File: src/rtl/id_fwd_stage.sv
// ============================================================================
//  Module   : id_fwd_stage
//  Purpose  : MIPS-subset ID stage with EX/MEM operand forwarding, load-use
//             stall detection and the ID/EX pipeline register.
//  Revision : 1.0  initial release
// ============================================================================
`default_nettype none

module id_fwd_stage #(
  parameter int DATA_W = 32,
  parameter bit FWD_EN = 1'b1
) (
  input  logic              clk,
  input  logic              rst,
  input  logic [31:0]       inst_i,
  input  logic              stall_i,
  input  logic              flush_i,
  input  logic [DATA_W-1:0] reg1_data_i,
  input  logic [DATA_W-1:0] reg2_data_i,
  output logic              reg1_read_o,
  output logic              reg2_read_o,
  output logic [4:0]        reg1_addr_o,
  output logic [4:0]        reg2_addr_o,
  input  logic              ex_wreg_i,
  input  logic [4:0]        ex_wd_i,
  input  logic [DATA_W-1:0] ex_wdata_i,
  input  logic              ex_is_load_i,
  input  logic              mem_wreg_i,
  input  logic [4:0]        mem_wd_i,
  input  logic [DATA_W-1:0] mem_wdata_i,
  output logic              stallreq_o,
  output logic [7:0]        aluop_o,
  output logic [2:0]        alusel_o,
  output logic [DATA_W-1:0] reg1_o,
  output logic [DATA_W-1:0] reg2_o,
  output logic [4:0]        wd_o,
  output logic              wreg_o,
  output logic              is_load_o,
  output logic              inst_valid_o,
  output logic [15:0]       bubble_cnt_o
);

  localparam logic [7:0] EXE_NOP_OP   = 8'b0000_0000;
  localparam logic [7:0] EXE_ADD_OP   = 8'b0010_0000;
  localparam logic [7:0] EXE_ADDU_OP  = 8'b0010_0001;
  localparam logic [7:0] EXE_SUB_OP   = 8'b0010_0010;
  localparam logic [7:0] EXE_SUBU_OP  = 8'b0010_0011;
  localparam logic [7:0] EXE_AND_OP   = 8'b0010_0100;
  localparam logic [7:0] EXE_OR_OP    = 8'b0010_0101;
  localparam logic [7:0] EXE_XOR_OP   = 8'b0010_0110;
  localparam logic [7:0] EXE_NOR_OP   = 8'b0010_0111;
  localparam logic [7:0] EXE_SLT_OP   = 8'b0010_1010;
  localparam logic [7:0] EXE_SLTU_OP  = 8'b0010_1011;
  localparam logic [7:0] EXE_ADDIU_OP = 8'b0101_0110;
  localparam logic [7:0] EXE_ANDI_OP  = 8'b0101_1001;
  localparam logic [7:0] EXE_ORI_OP   = 8'b0101_1010;
  localparam logic [7:0] EXE_XORI_OP  = 8'b0101_1011;
  localparam logic [7:0] EXE_LUI_OP   = 8'b0101_1100;
  localparam logic [7:0] EXE_LW_OP    = 8'b1110_0011;

  localparam logic [2:0] EXE_RES_NOP        = 3'b000;
  localparam logic [2:0] EXE_RES_LOGIC      = 3'b001;
  localparam logic [2:0] EXE_RES_ARITHMETIC = 3'b100;
  localparam logic [2:0] EXE_RES_LOAD_STORE = 3'b111;

  typedef struct packed {
    logic [7:0]        aluop;
    logic [2:0]        alusel;
    logic [DATA_W-1:0] reg1;
    logic [DATA_W-1:0] reg2;
    logic [4:0]        wd;
    logic              wreg;
    logic              is_load;
    logic              inst_valid;
  } idex_t;

  // NOP opcodes, NOP result select and NOPRegAddr are all zero.
  localparam idex_t IDEX_BUBBLE = '0;

  logic [5:0]  op, funct;
  logic [4:0]  rs, rt, rd, sa;
  logic [15:0] imm;

  assign op    = inst_i[31:26];
  assign rs    = inst_i[25:21];
  assign rt    = inst_i[20:16];
  assign rd    = inst_i[15:11];
  assign sa    = inst_i[10:6];
  assign funct = inst_i[5:0];
  assign imm   = inst_i[15:0];

  logic [7:0]        dec_aluop;
  logic [2:0]        dec_alusel;
  logic              dec_rd1, dec_rd2, dec_wreg, dec_load, dec_valid, r_ok;
  logic [4:0]        dec_wd;
  logic [DATA_W-1:0] dec_imm;

  always_comb begin
    dec_aluop  = EXE_NOP_OP;
    dec_alusel = EXE_RES_NOP;
    dec_rd1    = 1'b0;
    dec_rd2    = 1'b0;
    dec_wd     = 5'd0;
    dec_wreg   = 1'b0;
    dec_load   = 1'b0;
    dec_valid  = 1'b0;
    dec_imm    = '0;
    r_ok       = 1'b1;
    case (op)
      6'b000000: begin
        case (funct)
          6'b100000: begin dec_aluop = EXE_ADD_OP;  dec_alusel = EXE_RES_ARITHMETIC; end
          6'b100001: begin dec_aluop = EXE_ADDU_OP; dec_alusel = EXE_RES_ARITHMETIC; end
          6'b100010: begin dec_aluop = EXE_SUB_OP;  dec_alusel = EXE_RES_ARITHMETIC; end
          6'b100011: begin dec_aluop = EXE_SUBU_OP; dec_alusel = EXE_RES_ARITHMETIC; end
          6'b100100: begin dec_aluop = EXE_AND_OP;  dec_alusel = EXE_RES_LOGIC;      end
          6'b100101: begin dec_aluop = EXE_OR_OP;   dec_alusel = EXE_RES_LOGIC;      end
          6'b100110: begin dec_aluop = EXE_XOR_OP;  dec_alusel = EXE_RES_LOGIC;      end
          6'b100111: begin dec_aluop = EXE_NOR_OP;  dec_alusel = EXE_RES_LOGIC;      end
          6'b101010: begin dec_aluop = EXE_SLT_OP;  dec_alusel = EXE_RES_ARITHMETIC; end
          6'b101011: begin dec_aluop = EXE_SLTU_OP; dec_alusel = EXE_RES_ARITHMETIC; end
          default:   r_ok = 1'b0;
        endcase
        if (r_ok && sa == 5'd0) begin
          dec_rd1   = 1'b1;
          dec_rd2   = 1'b1;
          dec_wd    = rd;
          dec_wreg  = 1'b1;
          dec_valid = 1'b1;
        end else begin
          dec_aluop  = EXE_NOP_OP;
          dec_alusel = EXE_RES_NOP;
        end
      end
      6'b001100: begin dec_aluop = EXE_ANDI_OP;  dec_alusel = EXE_RES_LOGIC;      dec_imm = DATA_W'(imm); end
      6'b001101: begin dec_aluop = EXE_ORI_OP;   dec_alusel = EXE_RES_LOGIC;      dec_imm = DATA_W'(imm); end
      6'b001110: begin dec_aluop = EXE_XORI_OP;  dec_alusel = EXE_RES_LOGIC;      dec_imm = DATA_W'(imm); end
      6'b001001: begin dec_aluop = EXE_ADDIU_OP; dec_alusel = EXE_RES_ARITHMETIC; dec_imm = DATA_W'($signed(imm)); end
      6'b001111: begin dec_aluop = EXE_LUI_OP;   dec_alusel = EXE_RES_LOGIC;      dec_imm = DATA_W'($signed({imm, 16'h0000})); end
      6'b100011: begin dec_aluop = EXE_LW_OP;    dec_alusel = EXE_RES_LOAD_STORE; dec_imm = DATA_W'($signed(imm)); dec_load = 1'b1; end
      default:   r_ok = 1'b0;
    endcase
    if (op != 6'b000000 && r_ok) begin
      dec_rd1   = (op != 6'b001111);
      dec_wd    = rt;
      dec_wreg  = 1'b1;
      dec_valid = 1'b1;
    end
    // The all-zero word is the canonical NOP: valid but writes nothing.
    if (inst_i == 32'h0000_0000) dec_valid = 1'b1;
  end

  function automatic logic [DATA_W-1:0] pick_operand(
    input logic              en,
    input logic [4:0]        addr,
    input logic [DATA_W-1:0] rf,
    input logic [DATA_W-1:0] immv,
    input logic              exw,
    input logic [4:0]        exd,
    input logic [DATA_W-1:0] exv,
    input logic              memw,
    input logic [4:0]        memd,
    input logic [DATA_W-1:0] memv
  );
    if (!en)                          return immv;
    if (!FWD_EN)                      return rf;
    if (addr == 5'd0)                 return '0;
    if (exw && exd == addr)           return exv;
    if (memw && memd == addr)         return memv;
    return rf;
  endfunction

  logic              stallreq;
  logic [DATA_W-1:0] opnd1, opnd2;

  assign opnd1 = pick_operand(dec_rd1, rs, reg1_data_i, '0, ex_wreg_i, ex_wd_i, ex_wdata_i,
                              mem_wreg_i, mem_wd_i, mem_wdata_i);
  assign opnd2 = pick_operand(dec_rd2, rt, reg2_data_i, dec_imm, ex_wreg_i, ex_wd_i, ex_wdata_i,
                              mem_wreg_i, mem_wd_i, mem_wdata_i);

  assign stallreq = !rst && dec_valid && ex_is_load_i && ex_wreg_i && (ex_wd_i != 5'd0) &&
                    ((dec_rd1 && ex_wd_i == rs) || (dec_rd2 && ex_wd_i == rt));

  assign reg1_read_o = !rst && dec_rd1;
  assign reg2_read_o = !rst && dec_rd2;
  assign reg1_addr_o = rs;
  assign reg2_addr_o = rt;
  assign stallreq_o  = stallreq;

  idex_t       idex_q, idex_d;
  logic [15:0] cnt_q, cnt_d;

  always_comb begin
    idex_d = idex_q;
    cnt_d  = cnt_q;
    if (!stall_i) begin
      if (flush_i) begin
        idex_d = IDEX_BUBBLE;
      end else if (stallreq) begin
        idex_d = IDEX_BUBBLE;
        if (cnt_q != 16'hFFFF) cnt_d = cnt_q + 16'd1;
      end else begin
        idex_d = '{aluop: dec_aluop, alusel: dec_alusel, reg1: opnd1, reg2: opnd2,
                   wd: dec_wd, wreg: dec_wreg, is_load: dec_load, inst_valid: dec_valid};
      end
    end
  end

  always_ff @(posedge clk or posedge rst) begin
    if (rst) begin
      idex_q <= IDEX_BUBBLE;
      cnt_q  <= 16'd0;
    end else begin
      idex_q <= idex_d;
      cnt_q  <= cnt_d;
    end
  end

  assign aluop_o      = idex_q.aluop;
  assign alusel_o     = idex_q.alusel;
  assign reg1_o       = idex_q.reg1;
  assign reg2_o       = idex_q.reg2;
  assign wd_o         = idex_q.wd;
  assign wreg_o       = idex_q.wreg;
  assign is_load_o    = idex_q.is_load;
  assign inst_valid_o = idex_q.inst_valid;
  assign bubble_cnt_o = cnt_q;

endmodule

`default_nettype wire

File: config.mk
export PLATFORM = sky130hd
export DESIGN_NAME = id_fwd_stage
export DESIGN_NICKNAME = d
export VERILOG_FILES = /design/src/rtl/id_fwd_stage.sv
export SDC_FILE = /design/constraint.sdc
export NUM_CORES = 1
export LEC_CHECK = 0
export ABC_AREA = 1
export BUFFER_PORTS_ARGS = -buffer_cell sky130_fd_sc_hd__buf_2
export CAP_MARGIN = 20
export CORE_MARGIN = 2
export CORE_UTILIZATION = 45
export CTS_CLUSTER_SIZE = 14
export DETAILED_ROUTE_END_ITERATION = 6
export PLACE_DENSITY = 0.82
export SLEW_MARGIN = 20
export SYNTH_ARGS = -nofsm -noshare
export SYNTH_HDL_FRONTEND = slang
export SYNTH_SLANG_ARGS = --single-unit
File: constraint.sdc
create_clock -name clk -period 8.4 [get_ports clk]
set_clock_uncertainty 0.15 [all_clocks]
set_input_delay 2.52 -clock clk [delete_from_list [all_inputs] [get_ports clk]]
set_output_delay 2.52 -clock clk [all_outputs]
set_load 0.1 [all_outputs]
==> run summary, run 1 <==
Outcome: finished, final reports clean
Slack of the critical path: 1210 ps
Mapped Area: 7630 um^2
Setup slack at placement: 1230 ps
Proportion of power drawn by the clock network: 36.7%
I/O Pins: 289
Number of global-route vias before repair: 9066
Portion of the post-synthesis area used by sequential elements: 32.4%
Number of violations reported at the end of detailed-routing iteration 0: 971
CTS tree: done
CTS Hold Buffers Added: 0
Startpoint kind of the worst setup timing path: input port
Portion of total power attributed to sequential cells: 39.9%
Width of the die: 134 um
Combinational power share: 23.4%
Pin slew with the least headroom to its limit: 1130 ps
Height of the die: 134 um
Most frequently used cell type in the post-synthesis netlist: sky130_fd_sc_hd__nand2_1
Worst setup path startpoint: inst_i[26]
Total Neg Setup Slack: 0 ps
Via count: 9545
Min cycle time layout: 7190 ps
Routed wire length: 31100 um
Unrepaired setup endpoints after global routing: no
Antenna violations before repair: 7
CTS H-Tree Depth: 3
Pins Over Slew Limit: 0
Hold Path Stages: 2
Final Hold Vio Count: 0
Gate Count Post-Synth: 1229
Total power density per cell area: 129 nW/um^2
Launch point of the worst reg-to-reg path: bubble_cnt_o[0]
Leading post-synthesis cells by instance count: sky130_fd_sc_hd__nand2_1, sky130_fd_sc_hd__nand3_1, sky130_fd_sc_hd__inv_1
Die footprint: 18000 um^2
Kind of end point of the critical path: output pin
Clk_lat worst skew: 360 ps
Number of cells in the finished layout apart from fillers: 1686
Path type of the worst setup path: in -> out
Number of cells after detailed placement: 1664
Worst supply voltage drop on vdd: 0.000108 V
CP arrival: 4520 ps
Post-route cell area: 9400 um^2
Capturing point of the worst reg2reg path: bubble_cnt_o[0]
Initial DRT Pass Iterations: 5
Depth of the worst register-to-register path: 12
Maximum number of buffers from clock root to sink: 2
Net count of the mapped netlist: 1407
CTS Buf Count: 9
Clock transition at path regs: 70 ps
GR Overflow Total: 0
Register-to-register setup slack: 6150 ps
Switching power: 424 uW
Global-route wire length before repair: 48600 um
Top_reg_cell synth: sky130_fd_sc_hd__dfrtp_1
Max-capacitance violation count: 0
Maximum number of pins on one net before global-route repair: 85
Rel. slew slack: 24.8%
Share of layout cells above drive strength 1: 24.4%
GRT Overall Usage: 34.3%
Detailed-route wire length per cell: 18.5 um
Warning count from the yosys run: 0
Synth top area cells: sky130_fd_sc_hd__dfrtp_1, sky130_fd_sc_hd__nand2_1, sky130_fd_sc_hd__nand3_1
Library cell with the largest summed area after synthesis: sky130_fd_sc_hd__dfrtp_1
Finished Core Util: 56.7%
Effective utilization at floorplan: 46.0%
Final clock period utilization by the worst path: 85.6%
Number of library cell types mapped by synthesis: 34
Static leakage: 5.48 nW
DRC violation count after routing: 0
Root buffer selected by CTS: sky130_fd_sc_hd__clkbuf_16
Std-Cell Rows: 47
Core ar.: 16600 um^2
Vias per inst: 5.66
Port-buffer cells: 288
Crit path required time: 5730 ps
Critical path peak fanout: 49
Flops & latches, synth: 99
Asr flop ratio synth: 100%
Count of flip-flops with a built-in enable after synthesis: 0
P&R area growth vs syn: 23.1%
Hold slack final: 326 ps
Total clock sinks: 99
Switching share of power: 34.8%
Setup Viol. Count Final: 0
Count of antenna-violating nets left after detailed routing: 0
Worst Hold Class: reg -> reg
Resized cells post-CTS: 0
Internal power consumption: 793 uW
Post-DP HPWL: 22700 um
Final Wtd Congestion: 0.961
Share of the synthesized area in the top cell type: 32.4%
Layout net count: 1633
Post-placement cell area: 9070 um^2
Critical path endpoint: stallreq_o
Average cell area after synthesis: 6.21 um^2
Number of buffers inserted to repair setup after CTS: 0
Total power draw: 1.22 mW
Peak clock frequency supported by timing: 0.139 GHz
worst max-delay path: stages:
cell and delay (ps):
sky130_fd_sc_hd__buf_2 130, sky130_fd_sc_hd__nor2_1 230, sky130_fd_sc_hd__nand2_1 80, sky130_fd_sc_hd__nor2_1 100, sky130_fd_sc_hd__nand3_1 140, sky130_fd_sc_hd__nand2_2 150, sky130_fd_sc_hd__nand3_1 90, sky130_fd_sc_hd__nand2_2 130
sky130_fd_sc_hd__nand2_4 320, sky130_fd_sc_hd__inv_2 150, sky130_fd_sc_hd__buf_2 440
power groups by stage:
stage | combinational (mW) | clock, mW | sequential [mW]
6_report | 0.285 | 0.446 | 0.485
3_5_place_dp | 0.279 | 0 | 0.494
2_1_floorplan | 0.132 | 0 | 0.536
3_3_place_gp | 0.277 | 0 | 0.494
5_1_grt | 0.304 | 0.466 | 0.486
4_1_cts | 0.280 | 0.452 | 0.485
final cells by class:
class	count	area (um^2)
Clock buffer	10	229
Tap cell	220	275
Fill cell	1689	7180
Inverter	116	439
Timing Repair Buffer	307	1580
Multi-Input combinational cell	922	4300
Clock inverter	6	83.8
Antenna cell	6	15.0
Sequential cell	99	2480
state kept, by name, indices dropped and copies added (netlist names):
signal and flops:
alusel_o 3, wreg_o 1, bubble_cnt_o 16, is_load_o 1
reg1_o 32, reg2_o 32, aluop_o 8, wd_o 5
inst_valid_o 1
worst min-delay path by stage:
stage / start / endpoint
after detailed placement: reg2_o[15] / reg2_o[15]
after global routing: reg2_o[15] / reg2_o[15]
after global placement: reg2_o[28] / reg2_o[28]
final: reg2_o[8] / reg2_o[8]
after CTS: reg2_o[15] / reg2_o[15]
after floorplan: reg2_o[30] / reg2_o[30]
metal layers:
metal | global-route usage [%] | share of wire (%)
met4 | 17.3 | 4.7
met5 | 0 | 0.042
met2 | 54.9 | 45
met1 | 44.2 | 40
met3 | 6.61 | 9.6
kinds of logic (layout without fill, tap and decap cells):
logic type | Yosys count | after routing | share of synthesized area, %
AOI/OAI and AO/OA | 91 | 91 | 6.19
xor gates and xnor gates | 20 | 20 | 2.29
adders and majority gates | 1 | 1 | 0.164
buffers and inverters | 208 | 439 | 11.5
DFF | 99 | 99 | 32.4
other | 0 | 6 | 0
and+or+nand+nor | 810 | 810 | 47.4
cell usage in the layout, fill, tap and decap left out, types with 2 or more instances in the layout:
cell,n
sky130_fd_sc_hd__nor2_2,10
sky130_fd_sc_hd__xor2_1,12
sky130_fd_sc_hd__clkbuf_16,9
sky130_fd_sc_hd__nor2_4,5
sky130_fd_sc_hd__nand3_1,178
sky130_fd_sc_hd__xnor2_1,8
sky130_fd_sc_hd__buf_2,288
sky130_fd_sc_hd__o21ai_0,42
sky130_fd_sc_hd__diode_2,6
sky130_fd_sc_hd__o21ai_1,36
sky130_fd_sc_hd__nand4_1,99
sky130_fd_sc_hd__inv_1,110
sky130_fd_sc_hd__nand2_2,5
sky130_fd_sc_hd__nor3_1,5
sky130_fd_sc_hd__a21oi_2,2
sky130_fd_sc_hd__a21oi_1,6
sky130_fd_sc_hd__buf_4,19
sky130_fd_sc_hd__clkinv_4,2
sky130_fd_sc_hd__or2_2,2
sky130_fd_sc_hd__nand2_1,448
sky130_fd_sc_hd__dfrtp_1,99
sky130_fd_sc_hd__inv_2,5
sky130_fd_sc_hd__nor2_1,53
Note: power is estimated with default switching activity, not from simulation.
==> run 2, diff against run 1 <==
CTS_BUF_LIST = sky130_fd_sc_hd__clkbuf_8   (was unset)
GPL_TIMING_DRIVEN = 0   (was unset)
==> run 2 against run 1 <==
  * Sequential share of layout area down 0.70 points
  * Sequential cell count unchanged
  * Sequential power about the same
  * Combinational power up 2%
  * Design area up 2.7%
  * Register-to-register slack worse by 20 ps
  * Largest power group unchanged
  * Cell count up 4.4%
==> run summary, run 2 (synthesis gave the netlist of run 1 again) <==
CTS H-Tree Depth: 3
Core ar.: 16600 um^2
Final Hold Vio Count: 0
Total clock sinks: 99
Highest-count cells in the layout ignoring fill and taps: sky130_fd_sc_hd__nand2_1, sky130_fd_sc_hd__buf_2, sky130_fd_sc_hd__nand3_1
Post-placement cell area: 9420 um^2
Root buffer selected by CTS: sky130_fd_sc_hd__clkbuf_8
Total power density per cell area: 118 nW/um^2
Vias per inst: 5.51
Setup slack at placement: 949 ps
Worst supply voltage drop on vdd: 0.0000658 V
Width of the die: 134 um
Maximum number of pins on one net before global-route repair: 33
CTS tree: done
Count of antenna-violating nets left after detailed routing: 0
Number of buffers inserted to repair setup after CTS: 0
CP arrival: 4840 ps
Delay contributed by the slowest stage of the critical path: 520 ps
Most repeated library cell on the critical path: sky130_fd_sc_hd__buf_2
Final Wtd Congestion: 0.985
Post-route cell area: 9660 um^2
Static leakage: 5.58 nW
Resized cells post-CTS: 0
DRC violation count after routing: 0
Die footprint: 18000 um^2
Kind of end point of the critical path: output pin
Share of layout cells above drive strength 1: 23.5%
Antenna violations before repair: 7
Via count: 9689
Peak clock frequency supported by timing: 0.133 GHz
Clk_lat worst skew: 390 ps
P&R area growth vs syn: 26.5%
Height of the die: 134 um
CP Cell Sequence: buf_2 -> xnor2_1 -> nand2_1 -> nor2_1 -> nand3_1 -> nand2_2 -> nand2_4 -> inv_2 -> buf_2 -> buf_2
Crit path required time: 5730 ps
Std-Cell Rows: 47
Effective utilization at floorplan: 46.0%
Port-buffer cells: 287
Total Neg Setup Slack: 0 ps
Maximum number of buffers from clock root to sink: 2
Pin slew with the least headroom to its limit: 818 ps
Slack of the critical path: 890 ps
Critical path peak fanout: 10
Routed wire length: 31100 um
Outcome: finished, final reports clean
Layout net count: 1708
Setup Viol. Count Final: 0
Crit-path slowest cell: sky130_fd_sc_hd__nor2_1
Worst Hold Class: reg -> reg
Global-route wire length before repair: 47800 um
Detailed-route wire length per cell: 17.7 um
Number of violations reported at the end of detailed-routing iteration 0: 1023
Post-DP HPWL: 24600 um
I/O Pins: 289
Path type of the worst setup path: in -> out
Startpoint kind of the worst setup timing path: input port
Max-capacitance violation count: 0
Pins Over Slew Limit: 0
Number of global-route vias before repair: 9036
Finished Core Util: 58.2%
Initial DRT Pass Iterations: 6
Unrepaired setup endpoints after global routing: no
Min cycle time layout: 7510 ps
CTS Hold Buffers Added: 0
Clock transition at path regs: 100 ps
Count of filler cells inserted in the layout: 1714
GR Overflow Total: 0
GRT Overall Usage: 34.2%
CTS Buf Count: 9
Most common cell after layout, fill and taps aside: sky130_fd_sc_hd__nand2_1
Final clock period utilization by the worst path: 89.4%
Rel. slew slack: 45.5%
-- run 2: layout make-up --
cell class / instances / area [um^2] / share of cell area (%)
inverter: 116 / 439 / 4.55
timing repair buffer: 290 / 1500 / 15.6
clock inverter: 5 / 86.3 / 0.894
sequential: 99 / 2480 / 25.7
multi-input combinational: 922 / 4280 / 44.3
antenna: 6 / 15.0 / 0.155
clock buffer: 10 / 138 / 1.43
buffer: 92 / 445 / 4.61
tap: 220 / 275 / 2.85
-- run 2: through the flow --
stage | power [mW] | instances | hold WS, ps
detailed placement | 0.779 | 1739 | 309
CTS | 1.13 | 1754 | 335
floorplan | 0.668 | 1229 | 812
global route | 1.18 | 1759 | 358
global placement | 0.773 | 1736 | 305
finish | 1.14 | 1760 | 335
-- run 2: worst max-delay path: cells and delay by family --
kind | cells | cell delay (ps)
XOR/XNOR | 1 | 180
AND/OR/NAND/NOR | 5 | 1060
buffers and inverters | 4 | 1100
-- run 2: metal layers --
metal	vias up	part of all wire, %	GRT usage (%)
met5	-	0.042	0
met4	2	4.2	14.6
met3	96	9.5	6.16
met2	587	46	55.9
met1	4398	40	44.7
li1	4606	-	-
-- run 2: path summary, 6_finish.rpt --
check                                      from         endpoint  slack, ps  cells past startpoint
worst max-delay path                 inst_i[17]       stallreq_o        890                     10
worst min-delay path                 reg2_o[24]       reg2_o[24]        340                      2
worst max register to register  bubble_cnt_o[0]  bubble_cnt_o[7]       6130                     10
worst min register to register       reg2_o[24]       reg2_o[24]        340                      2
max in group asynchronous                   rst        reg1_o[6]       5290                      4
min in group asynchronous                   rst       aluop_o[2]       2040                      2
-- run 2: report_power, final --
group	switching (mW)	internal [mW]
Sequential	0.00343	0.482
Combinational	0.212	0.0784
Clock	0.185	0.176
==> run 3, diff against run 2 <==
RECOVER_POWER = 25   (was unset)
==> run 3 against run 2 <==
  * Fmax is essentially flat
  * First-iteration DRC count fell by 0.59%
  * Register-to-register slack about the same
  * The run now ends with capacitance limit, slew limit left
  * Count of clock-buffer cells in the layout unchanged
  * Cell count unchanged
  * Combinational power about the same
  * Worst setup slack is essentially flat
  * Highest routed layer unchanged
==> run summary, run 3 (synthesis gave the netlist of run 1 again) <==
Final Hold Vio Count: 0
Pins Over Slew Limit: 33
Most common cell after layout, fill and taps aside: sky130_fd_sc_hd__nand2_1
GRT Overall Usage: 34.2%
Height of the die: 134 um
Total clock sinks: 99
Maximum number of pins on one net before global-route repair: 33
Post-DP HPWL: 24600 um
P&R area growth vs syn: 26.0%
Setup Viol. Count Final: 0
Violations in the final reports: capacitance limit, slew limit
Min cycle time layout: 7510 ps
Startpoint kind of the worst setup timing path: input port
Crit path required time: 5730 ps
Number of cells in the finished layout apart from fillers: 1760
Final clock period utilization by the worst path: 89.4%
Layout net count: 1708
Initial DRT Pass Iterations: 6
CTS H-Tree Depth: 3
Critical path peak fanout: 10
Number of cells after detailed placement: 1739
Static leakage: 5.56 nW
CTS tree: done
Outcome: finished, violations left
Pin slew with the least headroom to its limit: 1840 ps
Clock transition at path regs: 100 ps
Kind of end point of the critical path: output pin
Die footprint: 18000 um^2
Resized cells post-CTS: 0
CP arrival: 4840 ps
GR Overflow Total: 0
Total Neg Setup Slack: 0 ps
Std-Cell Rows: 47
Core ar.: 16600 um^2
Worst supply voltage drop on vdd: 0.0000656 V
CTS Buf Count: 9
Total power draw: 1.13 mW
Port-buffer cells: 287
Routed wire length: 31000 um
DRC violation count after routing: 0
Share of layout cells above drive strength 1: 23.3%
Total power density per cell area: 118 nW/um^2
Antenna violations before repair: 7
Path type of the worst setup path: in -> out
Peak clock frequency supported by timing: 0.133 GHz
Vias per inst: 5.50
Clk_lat worst skew: 390 ps
Global-route wire length before repair: 47800 um
Number of buffers inserted to repair setup after CTS: 0
Final Wtd Congestion: 0.985
Root buffer selected by CTS: sky130_fd_sc_hd__clkbuf_8
Worst Hold Class: reg -> reg
Effective utilization at floorplan: 46.0%
Number of global-route vias before repair: 9036
Highest-count cells in the layout ignoring fill and taps: sky130_fd_sc_hd__nand2_1, sky130_fd_sc_hd__buf_2, sky130_fd_sc_hd__nand3_1
Number of violations reported at the end of detailed-routing iteration 0: 1017
Maximum number of buffers from clock root to sink: 2
Detailed-route wire length per cell: 17.6 um
Width of the die: 134 um
I/O Pins: 289
Rel. slew slack: -22.8%
Unrepaired setup endpoints after global routing: no
Via count: 9683
CTS Hold Buffers Added: 0
Count of antenna-violating nets left after detailed routing: 0
Max-capacitance violation count: 1
==> run 3: cell types whose count changed in the layout (fill, tap and decap cells not counted) <==
cell / before / now
sky130_fd_sc_hd__clkbuf_1: 60 / 63
sky130_fd_sc_hd__buf_2: 298 / 297
sky130_fd_sc_hd__buf_12: 2 / 0
==> run 3: cell type report <==
cell class | count | area (um^2)
sequential | 99 | 2480
fill | 1718 | 6960
tap | 220 | 275
clock inverter | 5 | 86.3
multi-input combinational | 922 | 4280
buffer | 92 | 445
timing repair buffer | 290 | 1470
clock buffer | 10 | 138
inverter | 116 | 439
antenna | 6 | 15.0
==> run 3: report_power, final <==
part / leakage (nW) / internal (mW) / switching (mW)
Sequential: 1.38 / 0.482 / 0.00342
Combinational: 4.08 / 0.0766 / 0.212
Clock: 0.107 / 0.176 / 0.184
Total: 5.56 / 0.735 / 0.399
==> run 3: stage by stage <==
stage	area [um^2]	setup slack (ps)	hold WS, ps	util [%]
after global routing	9620	832	358	58.0
final	9620	891	334	58.0
after CTS	9640	946	335	58.1
after global placement	9350	-366	305	56.4
after floorplan	7640	765	812	-
after detailed placement	9420	949	309	56.8
==> run 3: metal layers <==
layer	track usage [%]	part of all wire [%]	routed length (um)
met1	44.7	40	12500
met2	55.9	46	14300
met3	6.16	9.5	2960
met4	14.6	4.2	1290
met5	0	0.042	13
==> run 3: final timing paths <==
kind / start / end / slack (ps) / cells past startpoint
worst max register to register: bubble_cnt_o[0] / bubble_cnt_o[7] / 6130 / 10
worst min-delay path: reg2_o[24] / reg2_o[24] / 330 / 2
min in group asynchronous: rst / reg2_o[7] / 2050 / 2
worst max-delay path: inst_i[17] / stallreq_o / 890 / 10
worst min register to register: reg2_o[24] / reg2_o[24] / 330 / 2
max in group asynchronous: rst / reg1_o[6] / 2850 / 4
==> run 3: critical path, cell delays in order <==
cell and delay (ps):
sky130_fd_sc_hd__buf_2 160, sky130_fd_sc_hd__xnor2_1 180, sky130_fd_sc_hd__nand2_1 80, sky130_fd_sc_hd__nor2_1 520
sky130_fd_sc_hd__nand3_1 180, sky130_fd_sc_hd__nand2_2 170, sky130_fd_sc_hd__nand2_4 110, sky130_fd_sc_hd__inv_2 190
sky130_fd_sc_hd__buf_2 270, sky130_fd_sc_hd__buf_2 470
